## config.mk

```make
export PLATFORM = sky130hd
export DESIGN_NAME = alu_resp_monitor
export DESIGN_NICKNAME = d
export VERILOG_FILES = /design/src/rtl/alu_resp_monitor.sv
export SDC_FILE = /design/constraint.sdc
export NUM_CORES = 1
export LEC_CHECK = 0
export CORE_ASPECT_RATIO = 0.7
export CORE_MARGIN = 1.5
export CORE_UTILIZATION = 40
export DETAILED_ROUTE_END_ITERATION = 16
export PLACE_DENSITY = 0.83
export SYNTH_ARGS = -nofsm -noshare
export SYNTH_HDL_FRONTEND = slang
export SYNTH_SLANG_ARGS = --single-unit
export TNS_END_PERCENT = 5
```

## constraint.sdc

```tcl
create_clock -name clk -period 1.7 [get_ports clk]
set_input_delay 0.51 -clock clk [delete_from_list [all_inputs] [get_ports clk]]
set_output_delay 0.51 -clock clk [all_outputs]
set_load 0.03 [all_outputs]
```

## src/rtl/alu_resp_monitor.sv

```systemverilog
// alu_resp_monitor: compacts ALU responses from an op sweep into a MISR
// signature, checks the alu_sel sweep order and reports pass/fail against a
// golden signature once the last sample of the sweep is accepted.
// Optional macro ALU_MON_LOG_EN adds a 16-entry sample log with a registered
// read port (log_addr / log_data).
//
// state   | meaning
// --------+---------------------------------------------------------------
// IDLE    | after reset, waiting for start
// COLLECT | sweep in progress, accepting samples on in_valid
// DONE    | sweep complete, done/pass/seq_err/signature held until start
module alu_resp_monitor #(
    parameter int               DATA_W   = 8,
    parameter int               NUM_OPS  = 16,
    parameter int               OP_BASE  = 1,
    parameter int               SIG_W    = 16,
    parameter logic [SIG_W-1:0] SIG_SEED = 16'hFFFF,
    parameter logic [SIG_W-1:0] POLY     = 16'h1021
) (
    input  logic              clk,
    input  logic              rst,
    input  logic              start,
    input  logic              in_valid,
    input  logic [3:0]        alu_sel,
    input  logic [DATA_W-1:0] alu_out,
    input  logic              carry_out,
    input  logic [SIG_W-1:0]  expected_sig,
`ifdef ALU_MON_LOG_EN
    input  logic [3:0]        log_addr,
    output logic [DATA_W:0]   log_data,
`endif
    output logic              busy,
    output logic              done,
    output logic              pass,
    output logic              seq_err,
    output logic [SIG_W-1:0]  signature,
    output logic [4:0]        sample_cnt
);

    typedef enum logic [1:0] {
        S_IDLE    = 2'd0,
        S_COLLECT = 2'd1,
        S_DONE    = 2'd2
    } state_t;

    localparam logic [4:0] LAST_CNT = 5'(NUM_OPS - 1);
    localparam logic [3:0] OP_BASE4 = 4'(OP_BASE);

    state_t             state_q, state_d;
    logic               done_q, done_d;
    logic               pass_q, pass_d;
    logic               seq_err_q, seq_err_d;
    logic [SIG_W-1:0]   sig_q, sig_d;
    logic [4:0]         cnt_q, cnt_d;

    logic               accept;
    logic [3:0]         exp_op;
    logic [SIG_W-1:0]   sample;
    logic [SIG_W-1:0]   sig_next;

    // Sample acceptance, expected op and the MISR step for the current sample
    always_comb begin
        accept   = (state_q == S_COLLECT) && in_valid;
        exp_op   = OP_BASE4 + cnt_q[3:0];
        sample   = SIG_W'({carry_out, alu_out});
        sig_next = ({sig_q[SIG_W-2:0], 1'b0} ^ (sig_q[SIG_W-1] ? POLY : '0)) ^ sample;
    end

    // Next-state and next-output computation for the sweep FSM
    always_comb begin
        state_d   = state_q;
        done_d    = done_q;
        pass_d    = pass_q;
        seq_err_d = seq_err_q;
        sig_d     = sig_q;
        cnt_d     = cnt_q;
        case (state_q)
            S_IDLE, S_DONE: begin
                // a sample arriving together with start is discarded
                if (start) begin
                    state_d   = S_COLLECT;
                    done_d    = 1'b0;
                    pass_d    = 1'b0;
                    seq_err_d = 1'b0;
                    sig_d     = SIG_SEED;
                    cnt_d     = '0;
                end
            end
            S_COLLECT: begin
                if (accept) begin
                    sig_d     = sig_next;
                    cnt_d     = cnt_q + 5'd1;
                    seq_err_d = seq_err_q | (alu_sel != exp_op);
                    if (cnt_q == LAST_CNT) begin
                        state_d = S_DONE;
                        done_d  = 1'b1;
                        pass_d  = (sig_next == expected_sig) && !seq_err_d;
                    end
                end
            end
            default: state_d = S_IDLE;
        endcase
    end

    // Register the FSM and its outputs; reset wins over everything
    always_ff @(posedge clk) begin
        if (rst) begin
            state_q   <= S_IDLE;
            done_q    <= 1'b0;
            pass_q    <= 1'b0;
            seq_err_q <= 1'b0;
            sig_q     <= SIG_SEED;
            cnt_q     <= '0;
        end else begin
            state_q   <= state_d;
            done_q    <= done_d;
            pass_q    <= pass_d;
            seq_err_q <= seq_err_d;
            sig_q     <= sig_d;
            cnt_q     <= cnt_d;
        end
    end

    assign busy       = (state_q == S_COLLECT);
    assign done       = done_q;
    assign pass       = pass_q;
    assign seq_err    = seq_err_q;
    assign signature  = sig_q;
    assign sample_cnt = cnt_q;

`ifdef ALU_MON_LOG_EN
    logic [DATA_W:0] log_mem [16];
    logic [DATA_W:0] log_data_q;

    // Sample log write on accept and registered read; contents survive rst
    always_ff @(posedge clk) begin
        if (accept) begin
            log_mem[cnt_q[3:0]] <= {carry_out, alu_out};
        end
        log_data_q <= log_mem[log_addr];
    end

    assign log_data = log_data_q;
`endif

endmodule

```

==> results of run 1 <==
synthesized netlist by cell type:
master    count  area [um2]
xnor2_1      12         105
nand4_1       3        18.8
or2_1         1        6.26
o22ai_1       2        12.5
o21ai_1       2        10.0
nor2b_1       2        12.5
or3_1         1        6.26
clkbuf_1      6        22.5
o31ai_2       1        12.5
mux2i_1       2        20.0
ha_1          2        25.0
nand2b_1      2        12.5
buf_1         1        3.75
nor2_1       24        90.1
or4_1         1        7.51
a2111o_1      1        11.3
inv_1         2        7.51
dfxtp_1      26         521
o21ba_1       1        10.0
and2_1        2        12.5
buf_2         4        20.0
xnor3_1       7         158
nand2_1       3        11.3
nand3b_1      2        15.0
a21oi_1       6        30.0
nand3_1       3        15.0
a31oi_1       1        6.26
and3b_1       1        8.76
nand4_4       1        21.3
and3_1        2        12.5
nor3_1       17        85.1
xor2_1       14         123
o21bai_1     15         113
worst max-delay path by stage:
stage	endpoint	cells past startpoint	slack, ns
floorplan	pass	7	0.0007
global placement	pass	5	-0.42
detailed placement	pass	5	-0.42
CTS	pass	5	-0.06
global route	pass	7	-0.09
finish	pass	7	-0.03
what timing repair did:
| action | 4_1_cts | 5_1_grt |
|---|---|---|
| pin swaps | 8 | 2 |
| endpoints found under the setup margin | 26 | 6 |
| setup buffers | 0 | 2 |
| gates resized for setup | 31 | 11 |
power by group:
| group | internal [mW] | total (mW) | switching [mW] |
|---|---|---|---|
| sequential | 0.621 | 0.636 | 0.0144 |
| clock | 0.315 | 0.521 | 0.205 |
| combinational | 0.213 | 0.394 | 0.180 |
worst max-delay path, stage by stage, from the launching register on:
cell and delay, ns:
dfxtp_4 0.38, ha_4 0.13, and3_4 0.20, ha_4 0.12, nor2b_4 0.15, nand4_4 0.09, a2111o_1 0.40, o31ai_2 0.16
cell type report:
cell class	instances	area [um2]
well taps	50	62.6
repair buffers	86	754
inverters	2	7.51
clock buffers	3	41.3
flip-flops and latches	26	531
clock inverters	1	30.0
fillers	312	1150
multi-input cells	131	1030
registers in the layout, indices dropped and copies added (netlist names):
name,count
seq_err,1
done,1
signature,16
sample_cnt,5
state_q,2
pass,1
through the flow:
step | setup WS (ns) | cells | cell area [um2]
after detailed placement | -0.424 | 293 | 2360
final | -0.0257 | 299 | 2450
after CTS | -0.0558 | 297 | 2400
after global placement | -0.416 | 293 | 2360
after floorplan | 0.000736 | 170 | 1580
after global routing | -0.0881 | 299 | 2450
cells by family (layout without fill, tap and decap cells):
logic type                 count (synthesis)  after routing  share of synthesized area [%]
and+or+nand+nor                           65             65                           21.7
AOI/OAI and AO/OA                         29             29                           13.3
buffers and inverters                     13             92                           3.48
DFF                                       26             26                           33.7
xor gates and xnor gates                  33             33                           24.9
adders and majority gates                  2              2                           1.62
muxes                                      2              2                           1.30
per-layer routing:
metal	wire, um	share of wire [%]
met1	2010	49
met2	1830	45
met3	243	5.9
met4	8	0.20
met5	0	0
==> results.txt, run 1 <==
During placement, the flow inserted port buffers numbering 57. The most used routing layer is met2. The global router's overall resource usage is 19.2%.

The initial utilization of the core area, before any placement, comes to 42.9%. Total power for the finished layout comes to 1.55 mW. In the routed layout, each cell is associated on average with a via count of 4.87. The global-route track usage on met1 was 26.3%; the first-pass GRT wire length was 6.26 mm.

The number of distinct library cells after synthesis was 33; the number of cells traversed by the worst register-to-register path was 7. The number of global-route vias before repair was 1296; the clock slew at the register clock pins of the worst setup and hold paths was 0.10 ns. Entering global routing, the biggest net connects 27 pins. The total count of hold-check failures in the final report is 0. The number of setup violations in the final report is 2.

At the later pin of the worst-skew pair, clock insertion delay measures 0.28 ns. The checks that failed: setup timing. The length of the first detailed-routing pass in iterations was 4; the growth of design area from synthesis to finish was 58.9%. The number of antenna repair diodes is 0. The cell count after synthesis came out at 170. The share of the core filled with cells in the final layout is 68.1%, and the number of levels in the clock H-tree is 1. In this run, post-CTS hold repair placed 0 buffers. The number of antenna violations at the first check in global routing is 0, and the sequential fraction of the synthesis area is 33.7%. The TritonCTS buffer count was 3; the critical-path maximum fanout was 4.

Global routing used 4.10% of the available met3 tracks. The sum of overflow across all layers after global routing was 0. The average size of a mapped cell was 9.09 um2. The post-synthesis register bit count is 26, and the number of clock sinks is 26. The path type of the worst min-delay path is reg -> reg. The tools report the minimum setup slack in the final design as -0.0257 ns. Tracing the worst setup path back leads to its startpoint at sample_cnt[0]. The detail route stage leaves a number of antenna-violating nets equal to 0. The final RePlAce weighted congestion was 0.822.

The library cells used most frequently in the layout, excluding fill and tap cells, are buf_4 (29), clkdlybuf4s50_1 (27), dlygate4sd2_1 (26), nor2_1 (24), dfxtp_1 (22). For the count of nets after finishing, the log shows 285. The worst path needs 1.73 ns of the cycle, external delays included.

Height of the die: 55 um. In the routed design, unresolved DRC markers number 0. The die covers 4250 um2. The share of the cycle needed by the critical path after routing is 102%. The run gives 0.503 ns as the worst hold margin. The number of top-level pins was 58.

Sum of negative setup slack: -0.0322 ns. The static leakage was 1.06 nW; the worst reg-to-reg setup slack was -0.03 ns. Setup repair after global routing could not meet its margin everywhere. The final layout contains routed wiring with a total length of 4.09 mm. The most common cell after layout, fill and taps aside is buf_4.

TritonCTS built the clock tree. The endpoint kind of the worst setup timing path was a register. The tools report the largest buffer count on any clock path as 2. The endpoint identified for the worst register-to-register timing path is pass. The number of max-slew violations in the final report came out at 0. By startpoint and endpoint, the worst setup path is classified as reg -> reg. The netlist area before placement is 1550 um2, and the detailed-route wire length per cell is 13.7 um. For this design the ratio of total power to cell area is 631 nW/um2.

The worst min-delay path endpoint was sample_cnt[1]. In the final layout, the share of cells above drive strength 1 is 19.7%. Clock tree synthesis selected as its root buffer the cell clkbuf_8. The critical path required time was 1.90 ns; the worst clock skew was 0.00852 ns. The half-perimeter wire length of the detailed placement result was 2.97 mm. Critical path data arrival time: 1.92 ns.

The number of nets handed over by synthesis was 205. Static timing analysis puts the maximum clock frequency at 0.579 GHz. The worst hold path begins at sample_cnt[1].

The width of the chip was 77.3 um. Across the VDD grid, the largest voltage drop is 0.000430 V. The run gives 71.9% as the worst slew margin relative to its limit.

The run finished, with violations left. The logs give 18 for the count of standard-cell rows and 1455 for the overall via count from detail_route. The number of warnings reported in the yosys synthesis log is 0, and the core region area is 3600 um2.

For this block, the initial DRC count from the detailed router was 43. At the pin with the least slew margin, the transition time is 0.418 ns. Across the run, the number of max-cap violations was 0. Global routing used 32.3% of the available met2 tracks. Along the worst hold path, the cell count comes to 2.

The startpoint class of the critical path is a register. The launch instance of the worst register-to-register path is sample_cnt[0].
No activity file was read; power rests on OpenSTA's default activity.
==> run 2, diff against run 1 <==
--- a/config.mk
+++ b/config.mk
@@ -5,10 +5,12 @@
 export SDC_FILE = /design/constraint.sdc
 export NUM_CORES = 1
 export LEC_CHECK = 0
+export CAP_MARGIN = 40
 export CORE_ASPECT_RATIO = 0.7
-export CORE_MARGIN = 1.5
+export CORE_MARGIN = 2
 export CORE_UTILIZATION = 40
 export DETAILED_ROUTE_END_ITERATION = 16
+export MAX_ROUTING_LAYER = met4
 export PLACE_DENSITY = 0.83
 export SYNTH_ARGS = -nofsm -noshare
 export SYNTH_HDL_FRONTEND = slang
==> run 2 against run 1 <==
Global-route usage increased by 0.68 points. Flip-flop and latch count is the same. Largest cell class unchanged. Maximum frequency is essentially flat. The run still ends with setup timing left.
==> results.txt, run 2 (synthesized netlist as in run 1, its figures left out) <==
The share of the core filled with cells in the final layout is 68.1% (about the same), and the fraction of power spent switching nets is 26.5% (+0.66 points). The ratio of routed vias to standard cells is 5.00 (+2.7%), and the number of I/O port buffers is 57 (unchanged). The number of antenna repair diodes was 0 (unchanged).

The total count of hold-check failures in the final report is 0 (unchanged), and the worst clock skew is 0.00263 ns (-0.00589 ns). The final RePlAce weighted congestion is 0.845 (+2.7%), and the internal power of the cells is 1.09 mW (-5.0%). The run gives 0 (unchanged) as the post-detailed-route DRC marker count. Leaving out fill and tap cells, the most frequent cells in the layout are clkdlybuf4s50_1 (30), buf_4 (29), nor2_1 (23), dlygate4sd2_1 (23), dfxtp_1 (22). The achievable clock frequency came out at 0.580 GHz (about the same).

The critical-path maximum fanout works out to 2 (-2). The static leakage is 1.07 nW (+0.84%), and the number of fill cells is 316 (+1.3%). The number of top-level pins was 58 (unchanged); the count of standard-cell rows was 18 (unchanged). The length of the first detailed-routing pass in iterations is 4 (unchanged). The post-placement cell area came out at 2370 um2 (+0.32%). The worst flop-to-flop path endpoint was pass. The number of antenna violations at the first check in global routing came out at 0 (unchanged). The slew at the pin with the worst max-slew slack is 0.343 ns (-0.0749 ns), and the global router's overall resource usage is 19.9% (+0.68 points). The path type of the worst min-delay path is reg -> reg. The number of cells traversed by the worst register-to-register path works out to 7 (unchanged). The most common cell after layout, fill and taps aside was clkdlybuf4s50_1. The worst slew margin relative to its limit was 77.2% (+5.3 points); the fraction of layout instances using a drive strength above 1 was 19.6% (-0.079 points). The width of the chip was 78.3 um (+1.3%); the iteration-0 DRC count of the detailed router was 75 (+74%). The cell sitting at the root of the clock tree is a clkbuf_8. The run gives 0 (unchanged) as the sum of overflow across all layers after global routing. The detailed-route wire length per cell works out to 13.6 um (-0.55%).

The combinational share of power was 26.3% (+0.9 points); the total net switching power was 0.393 mW (-1.7%). The half-perimeter wire length of the detailed placement result was 3.05 mm (+2.6%); the die area was 4380 um2 (+3.1%). The critical path starts at expected_sig[0]. For the global-route track usage on met1, the log shows 26.9% (+0.63 points). The run gives -0.0255 ns (+0.000165 ns) as the minimum setup slack in the final design. For the first-pass GRT wire length, the log shows 6.76 mm (+8.1%). The final wirelength is 4.08 mm (-0.22%). The worst hold path stage count works out to 2 (unchanged). The critical path in this run is classified as in -> reg. The number of nets with antenna violations after routing is 0 (unchanged), and the post-route cell area is 2450 um2 (about the same). Share of the cycle needed by the critical path after routing: 101% (about the same). The growth of design area from synthesis to finish was 58.8% (about the same); the largest net degree at the start of global routing was 27 (unchanged). The largest buffer count on any clock path is 2 (unchanged), and the share of power burned in registers is 42.8% (+1.8 points). The count of nets after finishing came out at 286 (+0.35%). The worst hold path terminates at state_q[1].

The worst setup path is captured at a register. The number of levels in the clock H-tree is 1 (unchanged). Number of max-capacitance violations reported: 0 (unchanged).

Core region area: 3600 um2 (unchanged). The critical path data arrival time was 1.92 ns (about the same). Setup repair after global routing could not meet its margin everywhere. The height of the die was 56 um (+1.8%); the peak ir drop on the vdd network was 0.000414 V (-3.7%).

The area taken by multi-input logic gates is 1010 um2 (-1.3%). The run gives 2 (unchanged) as the number of setup violations in the final report. The critical hold path startpoint was state_q[1].

The tools report the worst reg-to-reg setup slack as -0.02 ns (about the same). The TritonCTS buffer count was 3 (unchanged); the met3 usage was 3.90% (-0.20 points). Source-to-sink clock delay at the later pin of the worst-skew pair: 0.27 ns (about the same). The flow ran to the end, but the final reports show violations. The run gives 30.9% (-2.7 points) as the part of the total power dissipated in the clock network.

The worst setup path is launched from an input pin. Launch instance of the worst register-to-register path: sample_cnt[0]. The area used by sequential logic in the layout came out at 531 um2 (unchanged). The most used routing layer was met2.

Critical path required time: 1.90 ns (about the same). The final reports fail on setup timing. TritonCTS built the clock tree. The post-route minimum period is 1.73 ns (-0.000165 ns).

The clock slew at the register clock pins of the worst setup and hold paths is 0.09 ns (about the same), and the number of clock sinks is 26 (unchanged). The routing usage on met2 was 31.7% (-0.66 points); the number of global-route vias before repair was 1466 (+13%). The power density over the cells is 605 nW/um2 (-4.1%), and the effective utilization at floorplan is 42.9% (unchanged). The number of max-slew violations in the final report came out at 0 (unchanged). The overall via count from detail_route was 1499 (+3.0%). Flip-flop count of the largest register, all copies and words added: 16 (unchanged).
-- run 2: worst max path at each step --
stage,endpoint,slack [ns],cells after the start
floorplan,pass,0.0007,7
global placement,pass,-0.40,5
detailed placement,sample_cnt[3],-0.41,5
CTS,pass,-0.08,5
global route,pass,-0.11,7
finish,pass,-0.03,5
-- run 2: metal layers --
layer / up-vias / share of wire (%)
met4: 0 / 0.29
li1: 739 / -
met2: 54 / 46
met1: 704 / 47
met5: - / 0
met3: 2 / 6.3
-- run 2: power by group through the flow --
stage	Combinational, mW	Clock, mW	Sequential, mW
floorplan	0.172	0	0.675
global placement	0.385	0	0.650
detailed placement	0.389	0	0.650
CTS	0.386	0.467	0.636
global route	0.420	0.488	0.638
finish	0.391	0.459	0.635
-- run 2: repair_timing --
action | in CTS | in global routing
setup endpoints to repair | 30 | 7
pin swaps | 3 | 3
setup buffers | 0 | 2
hold buffers | 0 | 0
gates resized for setup | 29 | 9
-- run 2: area by class of cell --
type | instances | area share, %
inverter | 2 | 0.306
timing repair buffer | 87 | 31.5
clock buffer | 4 | 2.70
multi-input combinational | 131 | 41.4
sequential | 26 | 21.6
tap | 50 | 2.55
-- run 2: critical path, cell delays in order --
cell             delay (ns)
clkdlybuf4s50_1        0.41
xor2_1                 0.15
or3_1                  0.32
a2111o_1               0.38
o31ai_2                0.16
-- run 2: metrics by stage --
stage          worst slack (ns)  TNS [ns]  hold WS, ns  power (mW)  std cells
2_1_floorplan          0.000736         0        0.460       0.847        170
3_3_place_gp             -0.397     -5.78        0.482        1.03        294
3_5_place_dp             -0.414     -6.25        0.492        1.04        294
4_1_cts                 -0.0823    -0.113        0.515        1.49        298
5_1_grt                  -0.106    -0.185        0.556        1.55        300
6_report                -0.0255   -0.0283        0.510        1.49        300
==> run 3, diff against run 2 <==
--- a/config.mk
+++ b/config.mk
@@ -10,8 +10,9 @@
 export CORE_MARGIN = 2
 export CORE_UTILIZATION = 40
 export DETAILED_ROUTE_END_ITERATION = 16
+export HOLD_SLACK_MARGIN = 0.08
 export MAX_ROUTING_LAYER = met4
-export PLACE_DENSITY = 0.83
+export PLACE_DENSITY = 0.82
 export SYNTH_ARGS = -nofsm -noshare
 export SYNTH_HDL_FRONTEND = slang
 export SYNTH_SLANG_ARGS = --single-unit
==> run 3 against run 2 <==
The run now ends clean. Flip-flop and latch count stayed put. Final cell count unchanged. Clock skew is 0.00090 ns lower. Global-route usage is 0.59 points lower. First-iteration DRC count up 21%. Critical path depth did not move. Hold slack got worse by 0.00067 ns. Die area did not move. Utilization rose by 0.35 points. Setup slack gained 0.029 ns. Sequential power is essentially flat. Critical endpoint unchanged.
==> results.txt, run 3 (synthesized netlist as in run 1, its figures left out) <==
The flow ran to the end, and the final reports show no timing, DRC or antenna violations. For the overall via count from detail_route, the log shows 1488 (-0.73%). The TritonCTS buffer count is 3 (unchanged), and the source-to-sink clock delay at the later pin of the worst-skew pair is 0.27 ns (about the same).

The run gives 19.3% (-0.59 points) as the global router's overall resource usage. The number of I/O port buffers works out to 57 (unchanged). The post-route cell area is 2470 um2 (+0.51%), and the number of nets with antenna violations after routing is 0 (unchanged). For the number of setup violations in the final report, the log shows 0 (-2).

Clock slew at the register clock pins of the worst setup and hold paths: 0.09 ns (about the same). The logs give 29.3% (-2.3 points) for the routing usage on met2 and 0 (unchanged) for the post-detailed-route DRC marker count. The number of global-route vias before repair is 1380 (-5.9%). The tools report the count of standard-cell rows as 18 (unchanged). The total design power is 1.43 mW (-4.0%).

The startpoint class of the critical path is an input pin. The run gives 4380 um2 (unchanged) as the die area. Largest net degree at the start of global routing: 27 (unchanged). The path type of the worst min-delay path was reg -> reg. TritonCTS built the clock tree.

The number of top-level pins was 58 (unchanged). The number of max-capacitance violations reported is 0 (unchanged). The worst hold path stage count is 2 (unchanged), and the length of the first detailed-routing pass in iterations is 4 (unchanged). Effective utilization at floorplan: 42.9% (unchanged). The tools report the iteration-0 DRC count of the detailed router as 91 (+21%). The number of cells traversed by the worst register-to-register path is 7 (unchanged).

The ratio of routed vias to standard cells works out to 4.96 (-0.73%). The core region area came out at 3600 um2 (unchanged). The worst clock skew was 0.00172 ns (-0.000903 ns). Width of the chip: 78.3 um (unchanged).

The library cell used most frequently in the layout, excluding fill and tap cells, is buf_4. The post-route minimum period came out at 1.70 ns (-0.0291 ns). The final RePlAce weighted congestion was 0.816 (-3.4%); the largest buffer count on any clock path was 2 (unchanged). The critical path data arrival time was 1.89 ns (-0.03 ns); the flip-flop count of the largest register, all copies and words added was 16 (unchanged). Setup repair after global routing could not meet its margin everywhere. The number of clock sinks was 26 (unchanged). The number of placed instances with taps included came out at 291 (-1.0%). The tools report the number of levels in the clock H-tree as 1 (unchanged). The cell at the root of the clock tree is clkbuf_8.

The fraction of layout instances using a drive strength above 1 was 19.2% (-0.40 points). The power density over the cells is 578 nW/um2 (-4.5%). The logs give 4.06% (+0.16 points) for the met3 usage and 0 (unchanged) for the number of antenna repair diodes. The most used routing layer was met2. First-pass GRT wire length: 6.58 mm (-2.7%). Category of the critical setup timing path: in -> reg. Worst slew margin relative to its limit: 78.4% (+1.2 points).

The share of the core filled with cells in the final layout came out at 68.4% (+0.35 points). The slew at the pin with the worst max-slew slack works out to 0.326 ns (-0.0175 ns). The logs give 1.90 ns (about the same) for the critical path required time and 300 (unchanged) for the non-filler instance count after layout. The height of the die is 56 um (unchanged), and the achievable clock frequency is 0.589 GHz (+1.7%). The final wirelength was 4.13 mm (+1.2%); the count of nets after finishing was 286 (unchanged). Sum of overflow across all layers after global routing: 0 (unchanged). The run gives 0 (unchanged) as the number of max-slew violations in the final report.

The tools report the worst reg-to-reg setup slack as 0.01 ns (+0.03 ns). The tools report the half-perimeter wire length of the detailed placement result as 2.99 mm (-1.7%). The worst setup path is captured at a register. Total count of hold-check failures in the final report: 0 (unchanged).

Static leakage: 1.14 nW (+7.4%). The detailed-route wire length per cell was 13.8 um (+1.2%); the critical-path maximum fanout was 1 (-1). The peak ir drop on the vdd network was 0.000424 V (+2.5%); the share of the cycle needed by the critical path after routing was 99.8% (-1.7 points). For the number of antenna violations at the first check in global routing, the log shows 0 (unchanged). The sum of negative setup slack came out at 0 ns (+0.0283 ns). Leaving out fill and tap cells, the most frequent cells in the layout are buf_4 (31), nor2_1 (24), dlygate4sd2_1 (23), dfxtp_1 (22), clkdlybuf4s50_1 (21).

The post-placement cell area was 2350 um2 (-0.95%). The growth of design area from synthesis to finish came out at 59.6%. The tools report the global-route track usage on met1 as 27.2% (+0.32 points).
[run 3: cell count changes in the layout (fill, tap and decap cells not counted), moves of 2 or more]
cell	before	now
clkdlybuf4s50_1	30	21
dlymetal6s2s_1	2	11
buf_4	29	31
buf_6	2	0
[run 3: worst paths after layout]
check                                startpoint       endpoint
worst min register to register    sample_cnt[1]  sample_cnt[1]
worst max-delay path            expected_sig[7]           pass
worst min-delay path              sample_cnt[1]  sample_cnt[1]
worst max register to register    sample_cnt[0]           pass
[run 3: report_power, final]
group / total (mW) / switching, mW / internal [mW]
clock network: 0.404 / 0.197 / 0.207
registers: 0.637 / 0.0158 / 0.621
logic: 0.384 / 0.176 / 0.208
[run 3: through the flow]
| step | hold slack, ns | setup WS [ns] |
|---|---|---|
| 4_1_cts | 0.508 | -0.0935 |
| 6_report | 0.509 | 0.00357 |
| 3_5_place_dp | 0.493 | -0.419 |
| 2_1_floorplan | 0.460 | 0.000736 |
| 5_1_grt | 0.546 | -0.0562 |
| 3_3_place_gp | 0.489 | -0.400 |
[run 3: cell type report]
type                    instances  area (um2)
fillers                       296        1140
multi-input cells             131        1020
well taps                      50        62.6
inverters                       2        7.51
repair buffers                 87         793
clock buffers                   4        55.1
flip-flops and latches         26         531
[run 3: timing repair]
action | in CTS | in global routing
setup endpoints to repair | 27 | 9
gates resized for setup | 27 | 16
gates cloned | 0 | 0
pin swaps | 3 | 11
hold buffers | 0 | 0
setup buffers | 0 | 5
[run 3: per-layer routing]
layer  up-vias  part of all wire (%)
met4         0                  0.70
met1       673                    49
met2        62                    43
li1        749                     -
met3         4                   7.3
met5         -                     0
[run 3: critical path, cell delays in order]
cell and delay [ns]:
clkdlybuf4s50_1 0.43, xnor3_1 0.22, nand4_1 0.11, a2111o_1 0.41
o31ai_2 0.20
